<file path="config.mk">
export PLATFORM = sky130hd
export DESIGN_NAME = tag_reorder_buffer
export DESIGN_NICKNAME = d
export VERILOG_FILES = /design/src/rtl/tag_reorder_buffer.sv
export SDC_FILE = /design/constraint.sdc
export NUM_CORES = 1
export LEC_CHECK = 0
export ABC_AREA = 1
export BUFFER_PORTS_ARGS = -buffer_cell sky130_fd_sc_hd__buf_2
export CAP_MARGIN = 30
export CORE_MARGIN = 8
export CORE_UTILIZATION = 60
export DETAILED_ROUTE_END_ITERATION = 6
export PLACE_DENSITY = 0.79
export SLEW_MARGIN = 20
export SYNTH_ARGS = -nofsm -noshare
export SYNTH_HDL_FRONTEND = slang
export SYNTH_SLANG_ARGS = --single-unit
</file>
<file path="constraint.sdc">
create_clock -name clk_i -period 3.2 [get_ports clk_i]
set_input_delay 0.16 -clock clk_i [delete_from_list [all_inputs] [get_ports clk_i]]
set_output_delay 0.16 -clock clk_i [all_outputs]
set_load 0.01 [all_outputs]
</file>
<file path="src/rtl/tag_reorder_buffer.sv">
// tag_reorder_buffer: returns out-of-order completions to the consumer in tag issue order.
// Ports:
//   clk_i, rst_ni                    clock, asynchronous active-low reset
//   alloc_valid_i, alloc_tag_i       tag issued this cycle, recorded in issue order
//   done_valid_i, done_tag_i,
//   done_data_i                      out-of-order completion with payload, always accepted
//   out_valid_o, out_ready_i,
//   out_tag_o, out_data_o            in-order result handshake
//   free_o, free_tag_o               tag released back to the allocator on handshake
//   count_o                          tags outstanding (allocated, not yet released)
module tag_reorder_buffer #(
   parameter int NumTags = 8,
   parameter int DataWidth = 32,
   localparam int TagWidth = $clog2(NumTags),
   localparam int CntWidth = $clog2(NumTags + 1)
) (
   input  logic                 clk_i,
   input  logic                 rst_ni,
   input  logic                 alloc_valid_i,
   input  logic [TagWidth-1:0]  alloc_tag_i,
   input  logic                 done_valid_i,
   input  logic [TagWidth-1:0]  done_tag_i,
   input  logic [DataWidth-1:0] done_data_i,
   output logic                 out_valid_o,
   input  logic                 out_ready_i,
   output logic [TagWidth-1:0]  out_tag_o,
   output logic [DataWidth-1:0] out_data_o,
   output logic                 free_o,
   output logic [TagWidth-1:0]  free_tag_o,
   output logic [CntWidth-1:0]  count_o
);
   typedef logic [TagWidth-1:0] tag_t;

   tag_t                 fifo_q [NumTags];
   logic [DataWidth-1:0] data_q [NumTags];
   tag_t                 rd_ptr_q, wr_ptr_q;
   logic [CntWidth-1:0]  count_q;
   logic [NumTags-1:0]   alloc_q, done_q;
   tag_t                 head;
   logic                 full, pop, push, done_ok;

   function automatic tag_t wrap_inc(tag_t p);
      return (p == tag_t'(NumTags - 1)) ? '0 : p + 1'b1;
   endfunction

   assign head        = fifo_q[rd_ptr_q];
   assign full        = count_q == CntWidth'(NumTags);
   assign out_valid_o = (count_q != '0) && done_q[head];
   assign pop         = out_valid_o && out_ready_i;
   // a full buffer can still take an alloc when the head leaves in the same cycle
   assign push        = alloc_valid_i && (!full || pop);
   // the alloc bit is registered, so a completion for a tag pushed this cycle is dropped
   assign done_ok     = done_valid_i && alloc_q[done_tag_i] && !done_q[done_tag_i];
   assign out_tag_o   = out_valid_o ? head : '0;
   assign out_data_o  = out_valid_o ? data_q[head] : '0;
   assign free_o      = pop;
   assign free_tag_o  = pop ? head : '0;
   assign count_o     = count_q;

   // the push update comes last so a tag released and re-issued in one cycle ends up allocated
   always_ff @(posedge clk_i or negedge rst_ni) begin
      if (!rst_ni) begin
         rd_ptr_q <= '0;
         wr_ptr_q <= '0;
         count_q  <= '0;
         alloc_q  <= '0;
         done_q   <= '0;
      end else begin
         if (pop) begin
            rd_ptr_q      <= wrap_inc(rd_ptr_q);
            alloc_q[head] <= 1'b0;
            done_q[head]  <= 1'b0;
         end
         if (done_ok) done_q[done_tag_i] <= 1'b1;
         if (push) begin
            wr_ptr_q             <= wrap_inc(wr_ptr_q);
            alloc_q[alloc_tag_i] <= 1'b1;
            done_q[alloc_tag_i]  <= 1'b0;
         end
         count_q <= count_q + CntWidth'(push) - CntWidth'(pop);
      end
   end

   // storage is qualified by the alloc/done bits, so it needs no reset
   always_ff @(posedge clk_i) begin
      if (push) fifo_q[wr_ptr_q] <= alloc_tag_i;
      if (done_ok) data_q[done_tag_i] <= done_data_i;
   end

`ifndef SYNTHESIS
   a_full_alloc: assert property (@(posedge clk_i) disable iff (!rst_ni)
      alloc_valid_i && full |-> pop)
      else $warning("alloc while full dropped");
   a_dup_alloc: assert property (@(posedge clk_i) disable iff (!rst_ni)
      push |-> !alloc_q[alloc_tag_i] || (pop && head == alloc_tag_i));
   a_done_unalloc: assert property (@(posedge clk_i) disable iff (!rst_ni)
      done_valid_i |-> alloc_q[done_tag_i])
      else $warning("completion for unallocated tag dropped");
   a_out_hold: assert property (@(posedge clk_i) disable iff (!rst_ni)
      out_valid_o && !out_ready_i |=> out_valid_o && $stable(out_tag_o) && $stable(out_data_o));
`endif
endmodule

</file>
==> results.json <==
{
  "drive_above_1_share": 0.173,
  "worst_slack_ps": 43.5,
  "rows": 53,
  "htree_levels": 1,
  "fin_util": 0.723,
  "total_power_mw": 16.9,
  "dp.cells": 1402,
  "leakagePower_nw": 5.93,
  "hold_violations": 0,
  "gp_congestion": 0.881,
  "cp_cell_sequence": "buf_4 > nand2_1 > nand3_1 > nand2_1 > nand2_4 > nand2_8 > nand2_1 > nand3_1 > nand2_2 > nor2_8 > buf_4 > nand2_4 > nor4_2 > buf_2",
  "final_cells": 1498,
  "powerDensity_nw_per_um2": 1120,
  "wirelength_um": 30200,
  "first_iter_violations": 1030,
  "cp_max_fo": 12,
  "relSlewSlack": 0.564,
  "rsz0062_at_grt": "yes",
  "cp_data_required_time_ps": 3040,
  "final-setup-viol-count": 0,
  "io_buffers": 86,
  "first_global_vias": 8636,
  "clock_latency_ps": 550,
  "cts_root_buffer": "clkbuf_16",
  "ys_seq_area_frac": 0.718,
  "synth_flop_cell": "edfxtp_1",
  "die_h_um": 161,
  "antenna_found_initial": 0,
  "use_met1": 0.288,
  "grt_max_degree": 86,
  "synth-edff-count": 280,
  "grt_pass1_wl_um": 45600,
  "syn-cell-area_um2": 12600,
  "end_kind": "primary output",
  "crit_top_cell": "nand2_1",
  "fp.dieW_um": 161,
  "viasPerCell": 5.90,
  "postSynth.asyncResetShare": 0.0850,
  "maxCapViolCount": 0,
  "cts_tree": "done",
  "synth_area_leaders": "edfxtp_1, nand2_1, dfrtp_1",
  "yosysUniqueCellTypes": 35,
  "worst-path-buf-inv": 3,
  "fin_crit_sh": 0.986,
  "dp_slack_ps": 258,
  "max_freq_mhz": 317,
  "die_area_um2": 25900,
  "worst_pin_slew_ps": 654,
  "ioPinCount": 87,
  "synth_top_area_share": 0.666,
  "ir_worst_vdd_mv": 1.08,
  "yosys.area.top_type": "edfxtp_1",
  "crit_slowest_cell": "dfrtp_2",
  "firstDrtPassIters": 6,
  "synth-seq-cells": 306,
  "dp_hpwl_um": 16700,
  "diodes": 0,
  "slowest_delay_ps": 440,
  "worst_ep_arrival_time_ps": 3000,
  "hold_class": "input port to register",
  "fin_worst_skew_ps": 12.4,
  "path_delay_family": "simple AND/OR/NAND/NOR gates",
  "drt-wirelength-per-cell_um": 20.2,
  "via_count": 8832,
  "start_kind": "register",
  "area_delta_synth_final_pct": 19.4,
  "yosysWarnings": 0,
  "grt_busiest_layer": "met2",
  "cts_sinks": 306,
  "met2_usage": 0.365,
  "synth_most_common_cell": "nand2_1",
  "use_met3": 0.0389,
  "synth_nets": 1113,
  "cts_buffers": 30,
  "grt_overflow_total": 0,
  "final_nets": 1256,
  "clockBufferDepth": 3,
  "grt_use_total": 0.222,
  "period_needed_ps": 3160,
  "drv_slew": 0,
  "syn-instance-count": 1060,
  "clk_pin_slew_worst_paths_ps": 60,
  "avgSynthCellArea_um2": 11.9,
  "criticalPathCategory": "register to primary output",
  "status": "finished clean",
  "yosys-top-cells-count": "nand2_1, edfxtp_1, nand3_1",
  "drtAntennaViolNets": 0,
  "start_util": 0.606,
  "drc": 0,
  "holdWs_ps": 22.5,
  "coreArea_um2": 20800
}
## where the power goes
group          leakage (nW)  internal, mW  switching (mW)
clock                 0.470          2.08            1.41
sequential             2.84          4.66           0.190
combinational          2.63          2.81            5.78
total                  5.93          9.54            7.38
## cells in the final DEF, fill, tap and decap left out, types with 15 or more instances in the layout
master | Yosys | layout
nor4_2 | 0 | 15
inv_1 | 73 | 73
dlygate4sd3_1 | 0 | 34
buf_4 | 1 | 27
nor4_1 | 32 | 15
nand3_1 | 108 | 108
edfxtp_1 | 280 | 280
dfrtp_1 | 26 | 24
buf_2 | 27 | 86
o22ai_1 | 33 | 33
o21ai_0 | 19 | 19
nand2_1 | 323 | 320
nand4_1 | 17 | 17
a21oi_1 | 34 | 34
clkbuf_16 | 0 | 31
## stage by stage
step | area, um2 | TNS, ps
5_1_grt | 15100 | -191
6_report | 15100 | 0
2_1_floorplan | 12600 | 0
4_1_cts | 14800 | -17.4
3_3_place_gp | 13400 | 0
3_5_place_dp | 13400 | 0
## metal layers
| layer | up-vias | part of all wire |
|---|---|---|
| met1 | 4206 | 0.39 |
| met2 | 493 | 0.48 |
| li1 | 4035 | - |
| met3 | 98 | 0.095 |
| met5 | - | 0 |
| met4 | 0 | 0.037 |
## registers in the layout (all words and copies together), names as in the netlist
signal / count
alloc_q: 8
count_o: 4
data_q: 256
done_q: 8
fifo_q: 24
rd_ptr_q: 3
wr_ptr_q: 3
## worst paths after layout
kind	slack, ps	endpoint	cells past startpoint	from
max in group asynchronous	2550	rd_ptr_q[2]$_DFFE_PN0N_	2	rst_ni
setup reg to reg	160	count_o[1]$_DFF_PN0_	16	rd_ptr_q[0]$_DFFE_PN0N_
min in group asynchronous	180	alloc_q[1]$_DFF_PN0_	2	rst_ni
hold / removal	20	fifo_q[7][2]$_DFFE_PP_	1	alloc_tag_i[2]
hold reg to reg	510	alloc_q[1]$_DFF_PN0_	2	alloc_q[1]$_DFF_PN0_
setup / recovery	40	out_data_o[7]	14	rd_ptr_q[0]$_DFFE_PN0N_
## what timing repair did
item / 4_1_cts / 5_1_grt
hold endpoints to repair: 284 / 0
endpoints found under the setup margin: 35 / 45
gates resized for setup: 5 / 39
pin swaps: 2 / 2
cloned: 0 / 3
hold buffers: 34 / 0
buffers inserted: 0 / 7
## worst reg2reg max path, delay by kind of cell, from the launching register on
kind	cells	cell delay, ps
adders and majority gates	2	600
buffers and inverters	2	360
and+or+nand+nor	12	1500
DFF	1	440
## logic make-up (layout without fill, tap and decap cells)
group	count (synthesis)	after routing	share of synthesized area
compound gates	99	99	0.0436
buf+inv	125	285	0.0426
fa+ha+maj	10	10	0.0105
flops	306	306	0.718
xor+xnor	2	2	0.00139
simple gates	518	521	0.184
## final cells by class
class / count / area [um2]
clock buffer: 36 / 795
clock inverter: 16 / 181
fill: 1304 / 5760
inverter: 77 / 297
multi-input combinational: 632 / 3250
sequential: 306 / 9060
tap: 275 / 344
timing repair buffer: 156 / 1140
Power figures use the tool's default switching activity.
